<file path="config.mk">
export PLATFORM = sky130hd
export DESIGN_NAME = pfu_ctrl_seq
export DESIGN_NICKNAME = d
export VERILOG_FILES = /design/src/rtl/pfu_ctrl_seq.sv
export SDC_FILE = /design/constraint.sdc
export NUM_CORES = 1
export LEC_CHECK = 0
export CORE_MARGIN = 4
export CORE_UTILIZATION = 48
export DETAILED_ROUTE_END_ITERATION = 16
export HOLD_SLACK_MARGIN = 0.1
export PLACE_DENSITY_LB_ADDON = 0.2
export SKIP_CTS_REPAIR_TIMING = 1
export SYNTH_ARGS = -nofsm -noshare
export SYNTH_HDL_FRONTEND = slang
export SYNTH_SLANG_ARGS = --single-unit
</file>
<file path="constraint.sdc">
create_clock -name clk -period 2.8 [get_ports clk]
set_input_delay 0.56 -clock clk [delete_from_list [all_inputs] [get_ports clk]]
set_output_delay 0.56 -clock clk [all_outputs]
set_load 0.01 [all_outputs]
</file>
<file path="src/rtl/pfu_ctrl_seq.sv">
// Pauli-frame-unit controller: owns the PFU state, PISR/opbuf occupancy, pending
// RUN_ESM requests and a decoder-latency watchdog, all registered.
module pfu_ctrl_seq #(
    parameter int OPCODE_BW                  = 6,
    parameter logic [OPCODE_BW-1:0] RUN_ESM_OP = OPCODE_BW'(3),
    parameter int PISR_DEPTH                 = 16,
    parameter int OPBUF_DEPTH                = 4,
    parameter int PEND_BW                    = 3,
    parameter int WAIT_TIMEOUT               = 255,
    localparam int PISR_CW                   = $clog2(PISR_DEPTH + 1),
    localparam int OPBUF_CW                  = $clog2(OPBUF_DEPTH + 1),
    localparam int WAIT_CW                   = $clog2(WAIT_TIMEOUT + 1)
) (
    input  logic                 clk,
    input  logic                 rst,
    input  logic                 tcu_valid,
    input  logic [OPCODE_BW-1:0] tcu_opcode,
    input  logic                 topsu_valid,
    input  logic [OPCODE_BW-1:0] piu_opcode,
    input  logic                 last_pchinfo,
    input  logic                 pchwr_stall,
    input  logic                 pchinfo_rdlast,
    input  logic                 error_valid,
    input  logic                 pfflag,
    output logic [1:0]           state,
    output logic                 pisrmem_push,
    output logic                 pisrmem_pop,
    output logic                 opbuf_push,
    output logic                 opbuf_pop,
    output logic                 sel_cwd_err,
    output logic                 pf_wren,
    output logic                 pfu_valid,
    output logic [PISR_CW-1:0]   pisr_cnt,
    output logic [OPBUF_CW-1:0]  opbuf_cnt,
    output logic [PEND_BW-1:0]   esm_pending,
    output logic                 overflow,
    output logic                 timeout_err
);

    typedef enum logic [1:0] {
        ST_READY    = 2'b00,
        ST_UPDATING = 2'b01,
        ST_WAITING  = 2'b10,
        ST_FAULT    = 2'b11
    } state_t;

    localparam logic [PEND_BW-1:0]  PEND_MAX  = {PEND_BW{1'b1}};
    localparam logic [PISR_CW-1:0]  PISR_FULL = PISR_CW'(PISR_DEPTH);
    localparam logic [OPBUF_CW-1:0] OPBUF_FULL = OPBUF_CW'(OPBUF_DEPTH);
    localparam logic [WAIT_CW-1:0]  WAIT_LIMIT = WAIT_CW'(WAIT_TIMEOUT);

    state_t               state_q, state_d;
    logic [PISR_CW-1:0]   pisr_cnt_q, pisr_cnt_d;
    logic [OPBUF_CW-1:0]  opbuf_cnt_q, opbuf_cnt_d;
    logic [PEND_BW-1:0]   esm_pending_q, esm_pending_d;
    logic [WAIT_CW-1:0]   wait_cnt_q, wait_cnt_d;
    logic                 pfu_valid_q, pfu_valid_d;
    logic                 overflow_q, overflow_d;
    logic                 timeout_err_q, timeout_err_d;

    logic esm_req;
    logic push_req;
    logic pisr_push;
    logic pisr_pop;
    logic ob_push;
    logic ob_pop;
    logic leave_wait;

    // Push/pop are single-cycle strobes: the memory acts on the edge that ends the
    // cycle they are high, with no ready back-channel; occupancy and pchwr_stall
    // are the only throttles, so a strobe is only raised when it can complete.
    always_comb begin
        esm_req    = tcu_valid & (tcu_opcode == RUN_ESM_OP);
        push_req   = topsu_valid & ~pchwr_stall & (piu_opcode != RUN_ESM_OP);
        // A last beat with a full opbuf is dropped whole so the group stays atomic.
        pisr_push  = push_req & (pisr_cnt_q < PISR_FULL)
                   & ~(last_pchinfo & (opbuf_cnt_q >= OPBUF_FULL));
        ob_push    = pisr_push & last_pchinfo;
        pisr_pop   = (state_q == ST_UPDATING) & (pisr_cnt_q != '0);
        ob_pop     = pisr_pop & pchinfo_rdlast;
        leave_wait = (state_q == ST_WAITING) & error_valid;
    end

    always_comb begin
        state_d       = state_q;
        pisr_cnt_d    = pisr_cnt_q;
        opbuf_cnt_d   = opbuf_cnt_q;
        esm_pending_d = esm_pending_q;
        wait_cnt_d    = wait_cnt_q;
        pfu_valid_d   = leave_wait & pfflag;
        overflow_d    = overflow_q | (push_req & ~pisr_push);
        timeout_err_d = timeout_err_q;

        if (pisr_push && !pisr_pop) begin
            pisr_cnt_d = pisr_cnt_q + 1'b1;
        end else if (pisr_pop && !pisr_push) begin
            pisr_cnt_d = pisr_cnt_q - 1'b1;
        end

        if (ob_push && !ob_pop) begin
            opbuf_cnt_d = opbuf_cnt_q + 1'b1;
        end else if (ob_pop && !ob_push && opbuf_cnt_q != '0) begin
            opbuf_cnt_d = opbuf_cnt_q - 1'b1;
        end

        if (esm_req && !leave_wait && esm_pending_q != PEND_MAX) begin
            esm_pending_d = esm_pending_q + 1'b1;
        end else if (leave_wait && !esm_req && esm_pending_q != '0) begin
            esm_pending_d = esm_pending_q - 1'b1;
        end

        case (state_q)
            ST_READY: begin
                if (esm_pending_q != '0 && opbuf_cnt_q != '0) begin
                    state_d = ST_UPDATING;
                end
            end
            ST_UPDATING: begin
                if (ob_pop) begin
                    state_d    = ST_WAITING;
                    wait_cnt_d = '0;
                end
            end
            ST_WAITING: begin
                if (error_valid) begin
                    state_d = ST_READY;
                end else if (wait_cnt_q == WAIT_LIMIT) begin
                    state_d       = ST_FAULT;
                    timeout_err_d = 1'b1;
                end else begin
                    wait_cnt_d = wait_cnt_q + 1'b1;
                end
            end
            default: state_d = ST_FAULT;
        endcase
    end

    always_ff @(posedge clk or posedge rst) begin
        if (rst) begin
            state_q       <= ST_READY;
            pisr_cnt_q    <= '0;
            opbuf_cnt_q   <= '0;
            esm_pending_q <= '0;
            wait_cnt_q    <= '0;
            pfu_valid_q   <= 1'b0;
            overflow_q    <= 1'b0;
            timeout_err_q <= 1'b0;
        end else begin
            state_q       <= state_d;
            pisr_cnt_q    <= pisr_cnt_d;
            opbuf_cnt_q   <= opbuf_cnt_d;
            esm_pending_q <= esm_pending_d;
            wait_cnt_q    <= wait_cnt_d;
            pfu_valid_q   <= pfu_valid_d;
            overflow_q    <= overflow_d;
            timeout_err_q <= timeout_err_d;
        end
    end

    assign state        = state_q;
    assign pisrmem_push = pisr_push;
    assign pisrmem_pop  = pisr_pop;
    assign opbuf_push   = ob_push;
    assign opbuf_pop    = ob_pop;
    assign sel_cwd_err  = (state_q == ST_UPDATING);
    assign pf_wren      = pisr_pop | (error_valid & (state_q != ST_FAULT));
    assign pfu_valid    = pfu_valid_q;
    assign pisr_cnt     = pisr_cnt_q;
    assign opbuf_cnt    = opbuf_cnt_q;
    assign esm_pending  = esm_pending_q;
    assign overflow     = overflow_q;
    assign timeout_err  = timeout_err_q;

endmodule
</file>
==> results by group, run 1 <==
Setup path
  • Setup slack, reg-to-reg: 0.25 ns
  • Most common cell on crit path: inv_1
  • Critical path endpoint category: flop
  • CP bufs+invs: 3
  • Last element of the critical path: pisr_cnt[4]
  • Cell breakdown of the critical path: clkdlybuf4s50_1, inv_1, a311o_1, nor2b_2, ha_1, inv_1, fa_1, a21o_1, a21oi_2, xnor2_1, nor2_1, xor2_1
  • Crit. path cell count: 12
  • R2R Path Start: pisr_cnt[4]
  • Crit Path Category: input pin to flop
  • Largest stage delay, worst path: 0.46 ns
  • Critical path arrival: 2.96 ns
  • CP Max Fanout: 4
  • Crit path required time: 3.02 ns
  • FF-to-FF End: opbuf_cnt[1]
  • Worst R2R Path Depth: 11
  • CP Launch Point: topsu_valid
  • CP startpoint kind: input pin
  • Delay-heaviest family, CP: compound AO/OA/AOI/OAI gates
  • Slowest-stage cell, CP: clkdlybuf4s50_1

Power
  • Switching share of power: 35.57%
  • Clock power share: 15.0%
  • Logic pwr share: 44.7%
  • Leak: 0.9507 nW
  • Sw Pwr: 0.0004476 W
  • Sequential Power Share: 40.4%
  • PD cells: 580.9 nW/µm²
  • VDD IR max: 0.4718 mV
  • P_int: 0.0008106 W

Finish
  • Final Cell Area: 2166 µm²
  • Antenna diode count: 0
  • Nets: 253
  • P&R area growth vs syn: 40.62%
  • Layout cells sized above 1: 15.70%

Floorplan
  • Width of the die: 64.65 µm
  • Die height: 64.65 µm
  • Core Rows: 20
  • Top-Level Pins: 43
  • Starting Density: 50.45%
  • DIE AREA: 4179 µm²
  • Core area: 3053 µm²

Timing
  • Clock skew: 0.005143 ns
  • Worst setup margin: 0.06430 ns
  • Final-report max-slew violation count: 0
  • Setup TNS: 0 ns
  • Post-route minimum period: 2.736 ns
  • Rel. slew slack: 69.10%
  • Peak Freq: 365.5 MHz
  • Slew @ Worst Pin: 0.4636 ns
  • Final hold vios: 0
  • Final hold slack: 0.5026 ns
  • Period utilization: 97.70%
  • Final setup viols: 0

Logic synthesis
  • Post-Syn Instances: 165
  • Largest cells by area after synthesis: dfrtp_1 39%, o21ai_0 4.5%, ha_1 4.1%
  • Synth Area in Adders: 7.961%
  • Most used DFF post-synth: dfrtp_1
  • Post-synth top area cell: dfrtp_1
  • Yosys Warn Count: 0
  • Post-synth ARST share: 100.0%
  • Synth Cell Area: 1540 µm²
  • Simple-gate area share of the yosys netlist: 22.75%
  • Seq cells post-synth: 24
  • Synth unique cells: 52
  • Compound-cell area share of the yosys netlist: 18.68%
  • Mapped Avg Cell Area: 9.335 µm²
  • Xor/xnor cell area share of the yosys netlist: 5.118%
  • Post-Syn Nets: 194
  • Multiplexer share of the synthesized area: 2.031%
  • Post-synth EDFFs: 0
  • Largest family of logic cells by synthesized area: simple AND/OR/NAND/NOR gates
  • Post-synth top area share: 38.99%
  • Sequential area share after synthesis: 38.99%

CTS
  • CTS sink cnt: 24
  • H-tree Lvls: 1
  • Num CTS Buffers: 3
  • Clock slew at reported path FFs: 0.14 ns
  • Root Buffer: clkbuf_4
  • Clock buffer depth: 2
  • Clock Latency Late Sink: 0.32 ns
  • CTS tree: built

Route
  • Remaining DRCs: 0
  • First-pass DRT Iterations: 4
  • Routed vias: 1,460
  • WL final: 3.947 mm
  • Wire per inst: 14.78 µm
  • DRT iter0 DRCs: 63
  • Via density: 5.468
  • Routed Antenna Nets: 0

Global route
  • Largest net degree at the start of global routing: 25
  • Gr usage total: 19.59%
  • First-pass GRT wire length: 6.561 mm
  • Initial antenna violation count: 0
  • Vias in the first global route: 1,486
  • Grt total ovfl: 0

Placed design
  • Port Buf Inserts: 42
  • Placed Area: 2105 µm²
  • Hpwl dp: 3.011 mm
  • Final RePlAce weighted congestion: 0.8941
  • Pre-CTS setup slack: -0.3816 ns

Outcome
  • Run status: finished clean

Worst hold path
  • Worst hold path class: flop to flop

Flow run
  • Max Cap Violations: 0
[worst register-to-register path, cell delays in order (launching register included)]
cell	delay, ns
dfrtp_1	0.47
nor3_1	0.24
nand2_1	0.16
nand3_2	0.12
inv_2	0.11
nor3_1	0.30
inv_1	0.11
fa_1	0.48
o21ai_0	0.10
mux2i_1	0.10
a22oi_1	0.16
o21ai_0	0.11
[power by group through the flow]
stage	sequential [W]	clock, W	combinational [W]
after floorplan	0.000517	0	0.000253
after global placement	0.000508	0	0.000514
after detailed placement	0.000514	0	0.000547
after CTS	0.000508	0.000193	0.000551
after global routing	0.000524	0.000205	0.000611
final	0.000508	0.000188	0.000562
[cell usage in the layout (no fill, tap or decap), types with 2 or more instances in the layout]
| master | n |
|---|---|
| nor2_1 | 11 |
| xnor2_1 | 6 |
| nand2_1 | 13 |
| o31ai_1 | 2 |
| fa_1 | 3 |
| inv_1 | 11 |
| dlymetal6s2s_1 | 2 |
| nand3b_1 | 2 |
| mux2i_1 | 2 |
| o21ai_0 | 14 |
| and3_1 | 2 |
| buf_4 | 16 |
| nor3_4 | 2 |
| a21oi_1 | 7 |
| or3_1 | 2 |
| nor3_1 | 6 |
| o211ai_1 | 3 |
| clkdlybuf4s50_1 | 40 |
| ha_1 | 5 |
| a211oi_1 | 2 |
| o21bai_1 | 2 |
| nand3_1 | 8 |
| a22oi_1 | 2 |
| clkbuf_4 | 3 |
| a21o_1 | 2 |
| xor2_1 | 3 |
| dfrtp_1 | 24 |
[cell families (layout without fill, tap and decap cells)]
group                    Yosys count  count (layout)
AO/OA/AOI/OAI                     45              45
multiplexers                       3               3
adder cells (fa/ha/maj)            8               8
buffers and inverters             16              74
XOR/XNOR                           9               9
AND/OR/NAND/NOR                   60              60
flip-flops                        24              24
[registers in the layout (all words and copies together), names as in the netlist]
| name | cells |
|---|---|
| esm_pending | 3 |
| opbuf_cnt | 3 |
| overflow | 1 |
| pfu_valid | 1 |
| pisr_cnt | 5 |
| state | 2 |
| timeout_err | 1 |
| wait_cnt_q | 8 |
[layer usage]
metal  up-vias  share of wire, %  track usage, %
met2        32                51           34.15
met4         0               2.2           7.916
li1        709                 -               -
met3         9               3.0           3.640
met1       710                43           23.70
met5         -                 0               0
[how the worst min path moves through the flow]
| stage | slack, ns | cells after the start | from | to |
|---|---|---|---|---|
| floorplan | 0.49 | 1 | wait_cnt_q[0] | wait_cnt_q[0] |
| global placement | 0.46 | 1 | timeout_err | timeout_err |
| detailed placement | 0.47 | 1 | overflow | overflow |
| CTS | 0.51 | 1 | overflow | overflow |
| global route | 0.55 | 1 | timeout_err | timeout_err |
| finish | 0.50 | 1 | overflow | overflow |
[area by class of cell]
class	instances	area, µm²
fillers	252	887.1
repair buffers	58	545.5
well taps	44	55.05
flip-flops and latches	24	600.6
inverters	12	45.04
multi-input cells	125	883.3
clock buffers	4	36.28
[cell usage after synthesis, types with 2 or more instances]
library cell and instances:
nand3b_1 2, nor3_1 6, o31ai_1 2, and3_1 2, inv_1 11, nand2_1 13, nor2_1 11, xnor2_1 6
a22oi_1 2, xor2_1 3, a21oi_1 8, o21ai_0 14, fa_1 3, nand3_1 8, nor3_4 2, a211oi_1 2
ha_1 5, clkbuf_1 2, dfrtp_1 24, or3_1 2, o21bai_1 2, o211ai_1 3, a21o_1 2, mux2i_1 2
[stage by stage]
step,cells,total power (W),util (%)
after global placement,262,0.001022,68.93
after CTS,266,0.001252,70.12
after floorplan,165,0.0007696,-
final,267,0.001258,70.94
after detailed placement,262,0.001061,68.93
after global routing,267,0.001340,70.94
Power figures use the tool's default switching activity.
==> run 2, diff against run 1 <==
- CORE_UTILIZATION: 48 -> 40
==> results by group, run 2 (synthesis results as in run 1) <==
Timing
  • Post-route minimum period: 2.697 ns (-0.03905 ns)
  • Rel. slew slack: 69.52% (+0.43 points)
  • Final setup viols: 0 (unchanged)
  • Final-report max-slew violation count: 0 (unchanged)
  • Period utilization: 96.31% (-1.4 points)
  • Final hold slack: 0.4815 ns (-0.02105 ns)
  • Final hold vios: 0 (unchanged)
  • Slew @ Worst Pin: 0.4571 ns (-0.006427 ns)
  • Worst setup margin: 0.1034 ns (+0.03905 ns)
  • Clock skew: 0.006725 ns (+0.001582 ns)
  • Peak Freq: 370.8 MHz (+1.4%)

Finish
  • Commonest cells after routing, fill and taps aside: 40 x clkdlybuf4s50_1, 24 x dfrtp_1, 16 x buf_4, 14 x o21ai_0, 13 x nand2_1
  • Final Cell Area: 2200 µm² (+1.6%)
  • P&R area growth vs syn: 42.81%
  • Flip-flop count of the largest register after layout: 8 (unchanged)
  • Biggest register: wait_cnt_q
  • Nets: 253 (unchanged)
  • Commonest non-fill, non-tap cell in the layout: clkdlybuf4s50_1
  • Antenna diode count: 0 (unchanged)
  • Non-Filler Instances: 271 (+1.5%)
  • Layout cells sized above 1: 17.04% (+1.3 points)
  • Layout fillers: 348 (+38%)

Floorplan
  • Core area: 3689 µm² (+21%)
  • Core Rows: 22 (+10%)
  • Starting Density: 41.76% (-8.7 points)
  • Width of the die: 70.05 µm (+8.4%)
  • Die height: 70.05 µm (+8.4%)
  • DIE AREA: 4907 µm² (+17%)
  • Top-Level Pins: 43 (unchanged)

Setup path
  • Worst R2R Path Depth: 11 (unchanged)
  • R2R Path Start: pisr_cnt[4]
  • FF-to-FF End: opbuf_cnt[1]
  • Crit path required time: 2.95 ns (-0.07 ns)
  • Critical path endpoint category: flop
  • CP Launch Point: piu_opcode[3]
  • Crit Path Category: input pin to flop
  • CP Max Fanout: 2 (-2)
  • Setup slack, reg-to-reg: 0.48 ns (+0.23 ns)
  • CP startpoint kind: input pin
  • Critical path arrival: 2.84 ns (-0.12 ns)

Route
  • Via density: 5.395 (-1.3%)
  • Met2 wire len: 2.028 mm (about the same)
  • M1 WL: 1.748 mm (+2.0%)
  • WL final: 3.924 mm (-0.58%)
  • Remaining DRCs: 0 (unchanged)
  • Routed vias: 1,462 (+0.14%)
  • Max layer used: met4
  • Routed Antenna Nets: 0 (unchanged)
  • First-pass DRT Iterations: 4 (unchanged)
  • DRT iter0 DRCs: 89 (+41%)
  • Wire per inst: 14.48 µm (-2.1%)
  • Met3 Routed Length: 117 µm (-0.85%)

Power
  • Sw Pwr: 0.0004488 W (+0.26%)
  • VDD IR max: 0.4536 mV (-3.9%)
  • Switching share of power: 34.12% (-1.5 points)
  • Total chip power: 0.001315 W (+4.5%)
  • Sequential Power Share: 38.8% (-1.6 points)
  • PD cells: 598.0 nW/µm² (+2.9%)
  • P_int: 0.0008666 W (+6.9%)
  • Leak: 0.9563 nW (+0.58%)
  • Clock power share: 17.8% (+2.8 points)
  • Logic pwr share: 43.4% (-1.3 points)

CTS
  • CTS tree: built
  • Root Buffer: clkbuf_8
  • CTS sink cnt: 24 (unchanged)
  • Clock Latency Late Sink: 0.27 ns (-0.05 ns)
  • H-tree Lvls: 1 (unchanged)
  • Clock slew at reported path FFs: 0.09 ns (-0.05 ns)
  • Num CTS Buffers: 3 (unchanged)
  • Clock buffer depth: 2 (unchanged)

Outcome
  • Run status: finished clean

Placed design
  • Hpwl dp: 3.013 mm (about the same)
  • Pre-CTS setup slack: -0.3345 ns (+0.04707 ns)
  • Placed Area: 2117 µm² (+0.59%)
  • Port Buf Inserts: 42 (unchanged)
  • Cells after DPL: 267 (+1.9%)
  • Final RePlAce weighted congestion: 0.8507 (-4.9%)

Global route
  • Initial antenna violation count: 0 (unchanged)
  • Gr usage total: 16.63% (-3.0 points)
  • Largest net degree at the start of global routing: 25 (unchanged)
  • Grt total ovfl: 0 (unchanged)
  • First-pass GRT wire length: 6.768 mm (+3.2%)
  • Vias in the first global route: 1,522 (+2.4%)

Flow run
  • Max Cap Violations: 0 (unchanged)

Worst hold path
  • Worst Hold Path EP: overflow
  • HP Start: overflow
  • Worst hold path class: flop to flop
  • Hold Path Cell Cnt: 1 (unchanged)
==> run 2: per-stage QoR <==
stage	utilization, %	TNS (ns)
after detailed placement	57.39	-1.144
after global placement	57.39	-0.7513
final	59.63	0
after CTS	58.89	-0.3037
after floorplan	-	0
after global routing	59.63	-0.03257
==> run 2: power groups by stage <==
| stage | clock network (W) | registers, W | logic, W |
|---|---|---|---|
| floorplan | 0 | 0.000517 | 0.000253 |
| global placement | 0 | 0.000511 | 0.000529 |
| detailed placement | 0 | 0.000515 | 0.000557 |
| CTS | 0.000245 | 0.000510 | 0.000562 |
| global route | 0.000262 | 0.000526 | 0.000625 |
| finish | 0.000235 | 0.000511 | 0.000570 |
==> run 2: layout make-up <==
cell class	instances	area, µm²	share of cell area (%)
Clock buffer	4	55.05	2.503
Inverter	12	45.04	2.048
Multi-Input combinational cell	125	893.4	40.61
Sequential cell	24	600.6	27.30
Tap cell	48	60.06	2.730
Timing Repair Buffer	58	545.5	24.80
==> run 2: worst max-delay path, stage by stage <==
cell and delay, ns:
clkdlybuf4s50_1 0.46, nor4_1 0.05, a311o_1 0.37, buf_4 0.14, buf_4 0.14, nor3_4 0.17, inv_1 0.08, fa_1 0.45
o21ai_0 0.09, mux2i_1 0.09, a22oi_1 0.15, o21ai_0 0.10
==> run 2: per-layer routing <==
layer / up-vias / GRT usage (%)
met3: 5 / 3.885
met5: - / 0
met2: 25 / 30.22
li1: 711 / -
met4: 0 / 4.255
met1: 721 / 19.51
==> run 2: worst max-delay path by stage <==
stage,endpoint,slack (ns),cells after the start
final,opbuf_cnt[1],0.10,12
after global routing,opbuf_cnt[1],-0.03,12
after CTS,opbuf_push,-0.24,7
after detailed placement,pisr_cnt[4],-0.33,12
after global placement,pisr_cnt[4],-0.23,12
after floorplan,pisr_cnt[4],0.09,11
